## src/rtl/seq_lock_pkg.sv

```systemverilog
// Shared state encoding and sizing helpers for the serial combination lock.
package seq_lock_pkg;

  typedef enum logic [1:0] {
    StCollect  = 2'd0,
    StUnlocked = 2'd1,
    StLockout  = 2'd2
  } state_e;

  // Bits needed to hold values 0..n; never returns less than one bit.
  function automatic int unsigned cnt_width(input int unsigned n);
    return (n < 1) ? 1 : $clog2(n + 1);
  endfunction

  function automatic int unsigned max_u(input int unsigned x, input int unsigned y);
    return (x > y) ? x : y;
  endfunction

endpackage

```

## src/rtl/lock_timer.sv

```systemverilog
// Loadable down-counter shared by the unlock window and the lockout period.
module lock_timer #(
  parameter int unsigned Width = 5
) (
  input  logic             clk,
  input  logic             Reset,
  input  logic             load_i,
  input  logic [Width-1:0] load_val_i,
  output logic             expired_o
);

  logic [Width-1:0] cnt_q;

  always_ff @(posedge clk) begin
    if (Reset) begin
      cnt_q <= '0;
    end else if (load_i) begin
      cnt_q <= load_val_i;
    end else if (cnt_q != '0) begin
      cnt_q <= cnt_q - 1'b1;
    end
  end

  // Expires on the edge where the counter holds 1, leaving it idle at 0.
  assign expired_o = (cnt_q == Width'(1));

endmodule

```

## src/rtl/seq_lock.sv

```systemverilog
// Serial combination lock: fixed-length code windows, reprogrammable code,
// bounded unlock strobe, failed-attempt counting and timed lockout.
module seq_lock
  import seq_lock_pkg::*;
#(
  parameter int unsigned         CODE_LEN       = 5,
  parameter logic [CODE_LEN-1:0] DEFAULT_CODE   = 5'b01011,
  parameter int unsigned         MAX_TRIES      = 3,
  parameter int unsigned         UNLOCK_CYCLES  = 8,
  parameter int unsigned         LOCKOUT_CYCLES = 16
) (
  input  logic                               clk,
  input  logic                               Reset,
  input  logic                               a,
  input  logic                               a_valid,
  input  logic                               prog,
  input  logic [CODE_LEN-1:0]                new_code,
  output logic                               unlck,
  output logic                               locked_out,
  output logic [$clog2(MAX_TRIES+1)-1:0]     fail_cnt
);

  localparam int unsigned FailW = $clog2(MAX_TRIES + 1);
  localparam int unsigned BitW  = cnt_width(CODE_LEN - 1);
  localparam int unsigned TmrW  = cnt_width(max_u(UNLOCK_CYCLES, LOCKOUT_CYCLES));

  localparam logic [FailW-1:0] MaxTries   = FailW'(MAX_TRIES);
  localparam logic [BitW-1:0]  LastBit    = BitW'(CODE_LEN - 1);
  localparam logic [TmrW-1:0]  UnlockLoad = TmrW'(UNLOCK_CYCLES);
  localparam logic [TmrW-1:0]  LockLoad   = TmrW'(LOCKOUT_CYCLES);

  state_e              state_q, state_d;
  logic [BitW-1:0]     bit_cnt_q, bit_cnt_d;
  // Only the newest CODE_LEN-1 bits are ever needed; the incoming bit completes the window.
  logic [CODE_LEN-2:0] shreg_q, shreg_d;
  logic [CODE_LEN-1:0] code_q, code_d;
  logic [FailW-1:0]    fail_q, fail_d;
  logic                unlck_q, locked_q;

  logic                tmr_load;
  logic [TmrW-1:0]     tmr_val;
  logic                tmr_expired;
  logic [CODE_LEN-1:0] window;
  logic [FailW-1:0]    fail_inc;

  lock_timer #(
    .Width (TmrW)
  ) u_timer (
    .clk        (clk),
    .Reset      (Reset),
    .load_i     (tmr_load),
    .load_val_i (tmr_val),
    .expired_o  (tmr_expired)
  );

  assign window   = {shreg_q, a};
  assign fail_inc = fail_q + 1'b1;

  always_comb begin
    state_d   = state_q;
    bit_cnt_d = bit_cnt_q;
    shreg_d   = shreg_q;
    code_d    = code_q;
    fail_d    = fail_q;
    tmr_load  = 1'b0;
    tmr_val   = '0;

    unique case (state_q)
      StCollect: begin
        if (a_valid) begin
          shreg_d = window[CODE_LEN-2:0];
          if (bit_cnt_q == LastBit) begin
            bit_cnt_d = '0;
            if (window == code_q) begin
              state_d  = StUnlocked;
              fail_d   = '0;
              tmr_load = 1'b1;
              tmr_val  = UnlockLoad;
            end else if (fail_inc == MaxTries) begin
              state_d  = StLockout;
              fail_d   = '0;
              tmr_load = 1'b1;
              tmr_val  = LockLoad;
            end else begin
              fail_d = fail_inc;
            end
          end else begin
            bit_cnt_d = bit_cnt_q + 1'b1;
          end
        end
      end
      StUnlocked: begin
        if (prog) begin
          code_d = new_code;
        end
        if (tmr_expired) begin
          state_d   = StCollect;
          bit_cnt_d = '0;
        end
      end
      StLockout: begin
        if (tmr_expired) begin
          state_d   = StCollect;
          bit_cnt_d = '0;
        end
      end
      default: begin
        state_d   = StCollect;
        bit_cnt_d = '0;
      end
    endcase
  end

  always_ff @(posedge clk) begin
    if (Reset) begin
      state_q   <= StCollect;
      bit_cnt_q <= '0;
      shreg_q   <= '0;
      code_q    <= DEFAULT_CODE;
      fail_q    <= '0;
      unlck_q   <= 1'b0;
      locked_q  <= 1'b0;
    end else begin
      state_q   <= state_d;
      bit_cnt_q <= bit_cnt_d;
      shreg_q   <= shreg_d;
      code_q    <= code_d;
      fail_q    <= fail_d;
      unlck_q   <= (state_d == StUnlocked);
      locked_q  <= (state_d == StLockout);
    end
  end

  assign unlck      = unlck_q;
  assign locked_out = locked_q;
  assign fail_cnt   = fail_q;

endmodule

```

## config.mk

```make
export PLATFORM = sky130hd
export DESIGN_NAME = seq_lock
export DESIGN_NICKNAME = d
export VERILOG_FILES = /design/src/rtl/seq_lock_pkg.sv /design/src/rtl/lock_timer.sv /design/src/rtl/seq_lock.sv
export SDC_FILE = /design/constraint.sdc
export NUM_CORES = 1
export LEC_CHECK = 0
export ABC_AREA = 1
export ABC_CLOCK_PERIOD_IN_PS = 1200
export CAP_MARGIN = 20
export CORE_UTILIZATION = 41
export CTS_BUF_LIST = sky130_fd_sc_hd__clkbuf_2 sky130_fd_sc_hd__clkbuf_4 sky130_fd_sc_hd__clkbuf_8
export DETAILED_ROUTE_END_ITERATION = 10
export PLACE_DENSITY = 0.72
export SLEW_MARGIN = 10
export SYNTH_ARGS = -nofsm -noshare
export SYNTH_HDL_FRONTEND = slang
export SYNTH_SLANG_ARGS = --single-unit
```

## constraint.sdc

```tcl
create_clock -name clk -period 1.2 [get_ports clk]
set_input_delay 0.3 -clock clk [delete_from_list [all_inputs] [get_ports clk]]
set_output_delay 0.3 -clock clk [all_outputs]
set_load 0.01 [all_outputs]
```

## Yosys cells after proc, flatten, opt, wreduce, memory -nomap -nowiden

Index checks and enable logic that the tools add are counted.

| operators by class | value |
|---|---|
| $add $sub $neg | 3 |
| reduce and logical (&&, ||, !) cells | 8 |
| muxes and demuxes | 24 |
| equality and inequality tests | 10 |

Operators by type and width:

| cell | number |
|---|---|
| $mux 5 | 7 |
| $mux 2 | 7 |
| $mux 3 | 3 |
| $eq 2x2->1 const B | 3 |
| $pmux 3 s2 | 1 |
| $reduce_and 2->1 | 3 |
| $eq 5x1->1 const B | 1 |
| $eq 5x5->1 | 1 |
| $mux 1 | 5 |
| $reduce_bool 5->1 | 1 |
| $sub 5x1->5 const B | 1 |
| $eq 2x1->1 const B | 2 |
| $pmux 2 s2 | 1 |
| $add 3x1->3 const B | 1 |
| $eq 3x3->1 const B | 1 |
| $reduce_and 3->1 | 1 |
| $add 2x1->2 const B | 1 |
| $logic_not 2->1 | 1 |
| $ne 2x1->1 const B | 1 |
| $ne 2x2->1 const B | 1 |
| $reduce_bool 2->1 | 1 |
| $reduce_or 2->1 | 1 |

| word-level totals | value |
|---|---|
| input port bits | 10 |
| output and inout bits | 4 |
| word-level logic and storage cells | 53 |
| register bits | 23 |

## Longest topological paths before layout

| logic depth | value |
|---|---|
| word-level depth | 8 |
| mapped depth | 12 |
| depth with buffers taken out | 12 |

## By module

A second synthesis with hierarchy kept.

| unflattened totals | value |
|---|---|
| cell total of the unflattened synthesis | 189 |
| area total of the unflattened synthesis | 1,300.0 um2 |

By module, submodules not included:

| module | cells an instance | area each (um2) | sequential area each (um2) | times used |
|---|---|---|---|---|
| seq_lock | 141 | 987.2 | 360.3 | 1 |
| lock_timer | 48 | 312.8 | 100.1 | 1 |

## Worst setup path after synthesis

Ideal clock, no wire load.

| timing path | value |
|---|---|
| path type | register to register |
| from | register state_q[1] |
| to | register u_timer.cnt_q[3] |
| data arrival time | 1.262 ns |
| path buffers | 0 |
| setup time | 0.078 ns |
| cell stages (with the launch flop) | 9 |
| required time | 1.122 ns |
| clock period less this slack | 1.340 ns |
| path slack | -0.140 ns |
| path through | dfxtp_1 > inv_1 > ha_1 > nand2_2 > nor2_2 > inv_1 > o21ai_0 > nand2_1 > nor3_1 |

| on the way | value |
|---|---|
| longest elaborated chain between the ends | 3 |
| elaborated cells on any way between the ends | 5 |
| those cells by class | 3 x mux; 2 x reduce/logical |

RTL lines:

| what | line | text |
|---|---|---|
| from (decl) | seq_lock.sv:32 | `state_e state_q, state_d;` |
| from (signal assigned) | seq_lock.sv:116 | `state_q <= StCollect;` |
| from (signal assigned) | seq_lock.sv:124 | `state_q <= state_d;` |
| $logic_not 2->1 (*) | seq_lock.sv:68 | `unique case (state_q)` |
| $mux 5 or $mux 1 (tied branches) | seq_lock.sv:68 |  |
| $mux 5 or $reduce_bool 2->1 (tied branches) | n/a |  |
| to (signal assigned) | lock_timer.sv:18 | `cnt_q <= load_val_i;` |
| to (signal assigned) | lock_timer.sv:20 | `cnt_q <= cnt_q - 1'b1;` |
| to (decl) | lock_timer.sv:12 | `logic [Width-1:0] cnt_q;` |

Mark *: on every way between the ends. The rest lies on a longest branch, timed or not.
A chain may end at the register's enable or synchronous reset.

## Final worst setup path

| timing path | value |
|---|---|
| from | register u_timer.cnt_q[1] |
| to | register bit_cnt_q[2] |

| on the way | value |
|---|---|
| longest elaborated chain between the ends | 3 |

RTL lines:

| what | line | text |
|---|---|---|
| $eq 5x1->1 | lock_timer.sv:25 | `assign expired_o = (cnt_q == Width'(1));` |
| $ne 2x1->1 (no source line) | n/a |  |
| $reduce_and 2->1 (no source line) | n/a |  |
| to (signal assigned) | seq_lock.sv:125 | `bit_cnt_q <= bit_cnt_d;` |
| to (decl) | seq_lock.sv:33 | `logic [BitW-1:0] bit_cnt_q, bit_cnt_d;` |

Every way passes these cells.

==> reports/summary.json <==
{
  "synth": {
    "ys_async_sr_fraction_pct": 0,
    "synthesis.instances": 164,
    "number_of_enable_type_register_cells_in_the_synthesized_netlist": 0,
    "netlist_top_cells_count": "sky130_fd_sc_hd__nand2_1 (39), sky130_fd_sc_hd__inv_1 (26), sky130_fd_sc_hd__dfxtp_1 (23), sky130_fd_sc_hd__nor2_1 (13), sky130_fd_sc_hd__a21oi_1 (12)",
    "synth.lib_cells_used.distinct": 20,
    "synthesis.nets": 182,
    "area_contributors_post_synth": "sky130_fd_sc_hd__dfxtp_1 (39%), sky130_fd_sc_hd__nand2_1 (12%), sky130_fd_sc_hd__ha_1 (8.5%)",
    "synth.yosys.seq_area_share_pct": 39.1,
    "yosysWarningCount": 0,
    "post_synthesis_instance_area_um2": 1180,
    "synth-main-ff-cell": "sky130_fd_sc_hd__dfxtp_1",
    "synthDominantCellAreaShare_pct": 39.1,
    "netlist.top_cell.by_area": "sky130_fd_sc_hd__dfxtp_1",
    "synthMostInstantiatedCell": "sky130_fd_sc_hd__nand2_1",
    "ys_seq_elements": 23,
    "synth_area_per_cell_um2": 7.17
  },
  "route": {
    "drt_first_pass_iters": 4,
    "drtAntennaViolNets": 0,
    "route.final.wire_length_um": 2850,
    "dr_total_vias": 1208,
    "drc_errors": 0,
    "detail_route.wl_per_cell_um": 11.6,
    "drt_iter0_markers": 11,
    "average_via_count_per_standard_cell": 4.91
  },
  "clock_network": {
    "cts_buffers": 3,
    "cts.htree.levels": 1,
    "tritoncts_num_sinks": 23,
    "cts_root_buf": "sky130_fd_sc_hd__clkbuf_4",
    "cts_buffer_depth": 2,
    "worst_skew_pair.late_latency_ns": 0.31,
    "cts_clk_pin_slew_worst_paths_ns": 0.13,
    "cts_tree": "done"
  },
  "outcome": {
    "failing_checks": "setup timing",
    "status": "finished with violations"
  },
  "final_layout": {
    "multi_input_comb_area_um2": 801,
    "n_antenna_cell": 0,
    "flow.area_growth_from_synthesis_pct": 58.0,
    "ff_latch_area_um2": 478,
    "num-fill-cells": 209,
    "post_route_cells_drive_above_1_share_pct": 51.6,
    "post_layout_nets": 234
  },
  "die": {
    "initial_core_util_pct": 43.0,
    "fp.dieH_um": 55.6,
    "floorplan.die_area_um2": 3090,
    "number_of_core_rows": 19,
    "io_pins": 14,
    "floorplan_core_area_um2": 2730,
    "die_width_um": 55.6
  },
  "place": {
    "dp_worst_setup_slack_ns": -0.508,
    "io_buffers": 13,
    "finalWeightedCongestion": 0.846,
    "placed_wire_length_estimate_um": 2010
  },
  "pwr": {
    "leakagePower_uw": 0.000888,
    "total_power_uw": 2320,
    "ir_drop_v": 0.00108,
    "power.density_cell_area_nw_per_um2": 1250
  },
  "worst_setup_path": {
    "endpoint_kind": "register",
    "critical_path_arrival_ns": 1.57,
    "crit_slowest_cell": "sky130_fd_sc_hd__dfxtp_2",
    "crit_chain": "inv_2 -> ha_4 -> nand3_4 -> nand2_4 -> o21ai_4 -> inv_2 -> nand2_2 -> xor2_1 -> nor3_1",
    "critical_path_required_ns": 1.45,
    "cp_slowest_stage_delay_ns": 0.35,
    "path_max_fanout": 3,
    "startpoint_type": "register",
    "timing.critical_path.mode_cell": "sky130_fd_sc_hd__inv_2",
    "worstSetupPathType": "register to register"
  },
  "sta": {
    "maxClockFrequency_mhz": 756,
    "layout_setup_ws_ns": -0.123,
    "tightestPinTransition_ns": 0.261,
    "hold_vio_cnt_final": 0,
    "relSlewSlack_pct": 82.5,
    "final_setup_skew_ns": 0.00936,
    "finalWorstPathRequiredPeriod_ns": 1.32,
    "slew_limit_fails": 0,
    "whs_ns": 0.441,
    "finalSetupViolCount": 10,
    "min_period_over_period_pct": 110,
    "rsz0062_at_grt": "true"
  },
  "grt": {
    "via_count_of_the_first_global_routing_pass": 1205,
    "grt.total_usage_pct": 19.4,
    "gr-total-overflow": 0,
    "number_of_antenna_violations_at_the_first_check_in_global_routing": 0,
    "wire_length_of_the_first_global_routing_pass_um": 4820,
    "grt_start_max_net_pins": 13
  },
  "worst_hold_path": {
    "timing.hold.worst.class": "input port to register"
  },
  "job": {
    "maxCapViolCount": 0
  }
}
==> critical path, delay by kind of cell (launching register included) <==
| kind | cells | cell delay (ns) |
|---|---|---|
| AO/OA/AOI/OAI | 1 | 0.06 |
| XOR/XNOR | 1 | 0.13 |
| adder cells (fa/ha/maj) | 1 | 0.15 |
| buffers and inverters | 2 | 0.15 |
| flip-flops | 1 | 0.35 |
| AND/OR/NAND/NOR | 4 | 0.41 |
==> cell type report <==
cell class / count / area share [%]
inverters: 28 / 5.93
repair buffers: 49 / 21.5
multi-input cells: 111 / 43.1
flip-flops and latches: 23 / 25.7
well taps: 31 / 2.09
clock buffers: 4 / 1.62
==> per-layer routing <==
layer  vias up  wire (um)  global-route usage [%]
met1       561       1180                    21.8
li1        616          -                       -
met5         -          0                       0
met3         8         95                    3.04
met4         0         68                    8.57
met2        23       1500                    35.8
==> power breakdown <==
part / internal (uW) / leakage [uW] / switching (uW) / total, uW
Combinational: 471 / 0.000678 / 516 / 987
Clock: 152 / 0.0000184 / 240 / 392
Sequential: 866 / 0.000192 / 78.1 / 944
Total: 1490 / 0.000888 / 834 / 2320
==> sequential cells by signal (all words and copies together) (netlist names) <==
| register | cells |
|---|---|
| code_q | 5 |
| u_timer.cnt_q | 5 |
| shreg_q | 4 |
| bit_cnt_q | 3 |
| fail_cnt | 2 |
| state_q | 2 |
| locked_out | 1 |
| unlck | 1 |
==> placed cells by master (no fill, tap or decap), types with 2 or more instances in the layout <==
cell type,count
sky130_fd_sc_hd__buf_4,34
sky130_fd_sc_hd__nand2_1,22
sky130_fd_sc_hd__inv_1,14
sky130_fd_sc_hd__nand2_2,14
sky130_fd_sc_hd__dfxtp_2,14
sky130_fd_sc_hd__inv_2,12
sky130_fd_sc_hd__nor2_1,11
sky130_fd_sc_hd__a21oi_1,10
sky130_fd_sc_hd__dfxtp_1,9
sky130_fd_sc_hd__nand2_4,7
sky130_fd_sc_hd__clkdlybuf4s50_1,7
sky130_fd_sc_hd__o21ai_0,5
sky130_fd_sc_hd__xor2_1,4
sky130_fd_sc_hd__o21ai_1,4
sky130_fd_sc_hd__ha_1,4
sky130_fd_sc_hd__ha_4,4
sky130_fd_sc_hd__clkbuf_4,4
sky130_fd_sc_hd__nor2_2,3
sky130_fd_sc_hd__nor2_4,3
sky130_fd_sc_hd__nand4_1,3
sky130_fd_sc_hd__nor3_1,3
sky130_fd_sc_hd__inv_4,2
sky130_fd_sc_hd__nand3_1,2
sky130_fd_sc_hd__xnor2_1,2
sky130_fd_sc_hd__nand3_4,2
sky130_fd_sc_hd__a21oi_2,2
sky130_fd_sc_hd__nand3_2,2
sky130_fd_sc_hd__o211ai_1,2
sky130_fd_sc_hd__dlygate4sd2_1,2
sky130_fd_sc_hd__clkbuf_2,2
==> per-stage QoR <==
step	setup TNS (ns)	std cells	instance area (um2)	util [%]
floorplan	-0.00497	164	1210	-
global placement	-6.73	234	1600	58.5
detailed placement	-7.40	234	1600	58.5
CTS	-0.753	244	1770	64.7
global route	-1.57	246	1860	68.0
finish	-0.615	246	1860	68.0
==> what timing repair did <==
action / in CTS / in global routing
setup buffers: 6 / 2
pin swaps: 12 / 8
endpoints found under the setup margin: 21 / 22
resized for setup: 51 / 29
hold buffers: 0 / 0
==> kinds of logic (layout without fill, tap and decap cells) <==
group	count (synthesis)	count (layout)	synth area share [%]
buffers and inverters	30	81	9.57
adder cells (fa/ha/maj)	8	8	8.51
AO/OA/AOI/OAI	25	25	11.6
XOR/XNOR	6	6	4.47
AND/OR/NAND/NOR	72	72	26.7
flip-flops	23	23	39.1
==> path summary, 6_finish.rpt <==
path	from	end	slack, ns	cells after the start
max	u_timer.cnt_q[1]	bit_cnt_q[2]	-0.12	9
min reg2reg	code_q[0]	code_q[0]	0.50	2
max reg2reg	u_timer.cnt_q[1]	bit_cnt_q[2]	-0.12	9
min	a	shreg_q[0]	0.44	3
Power figures use the tool's default switching activity.
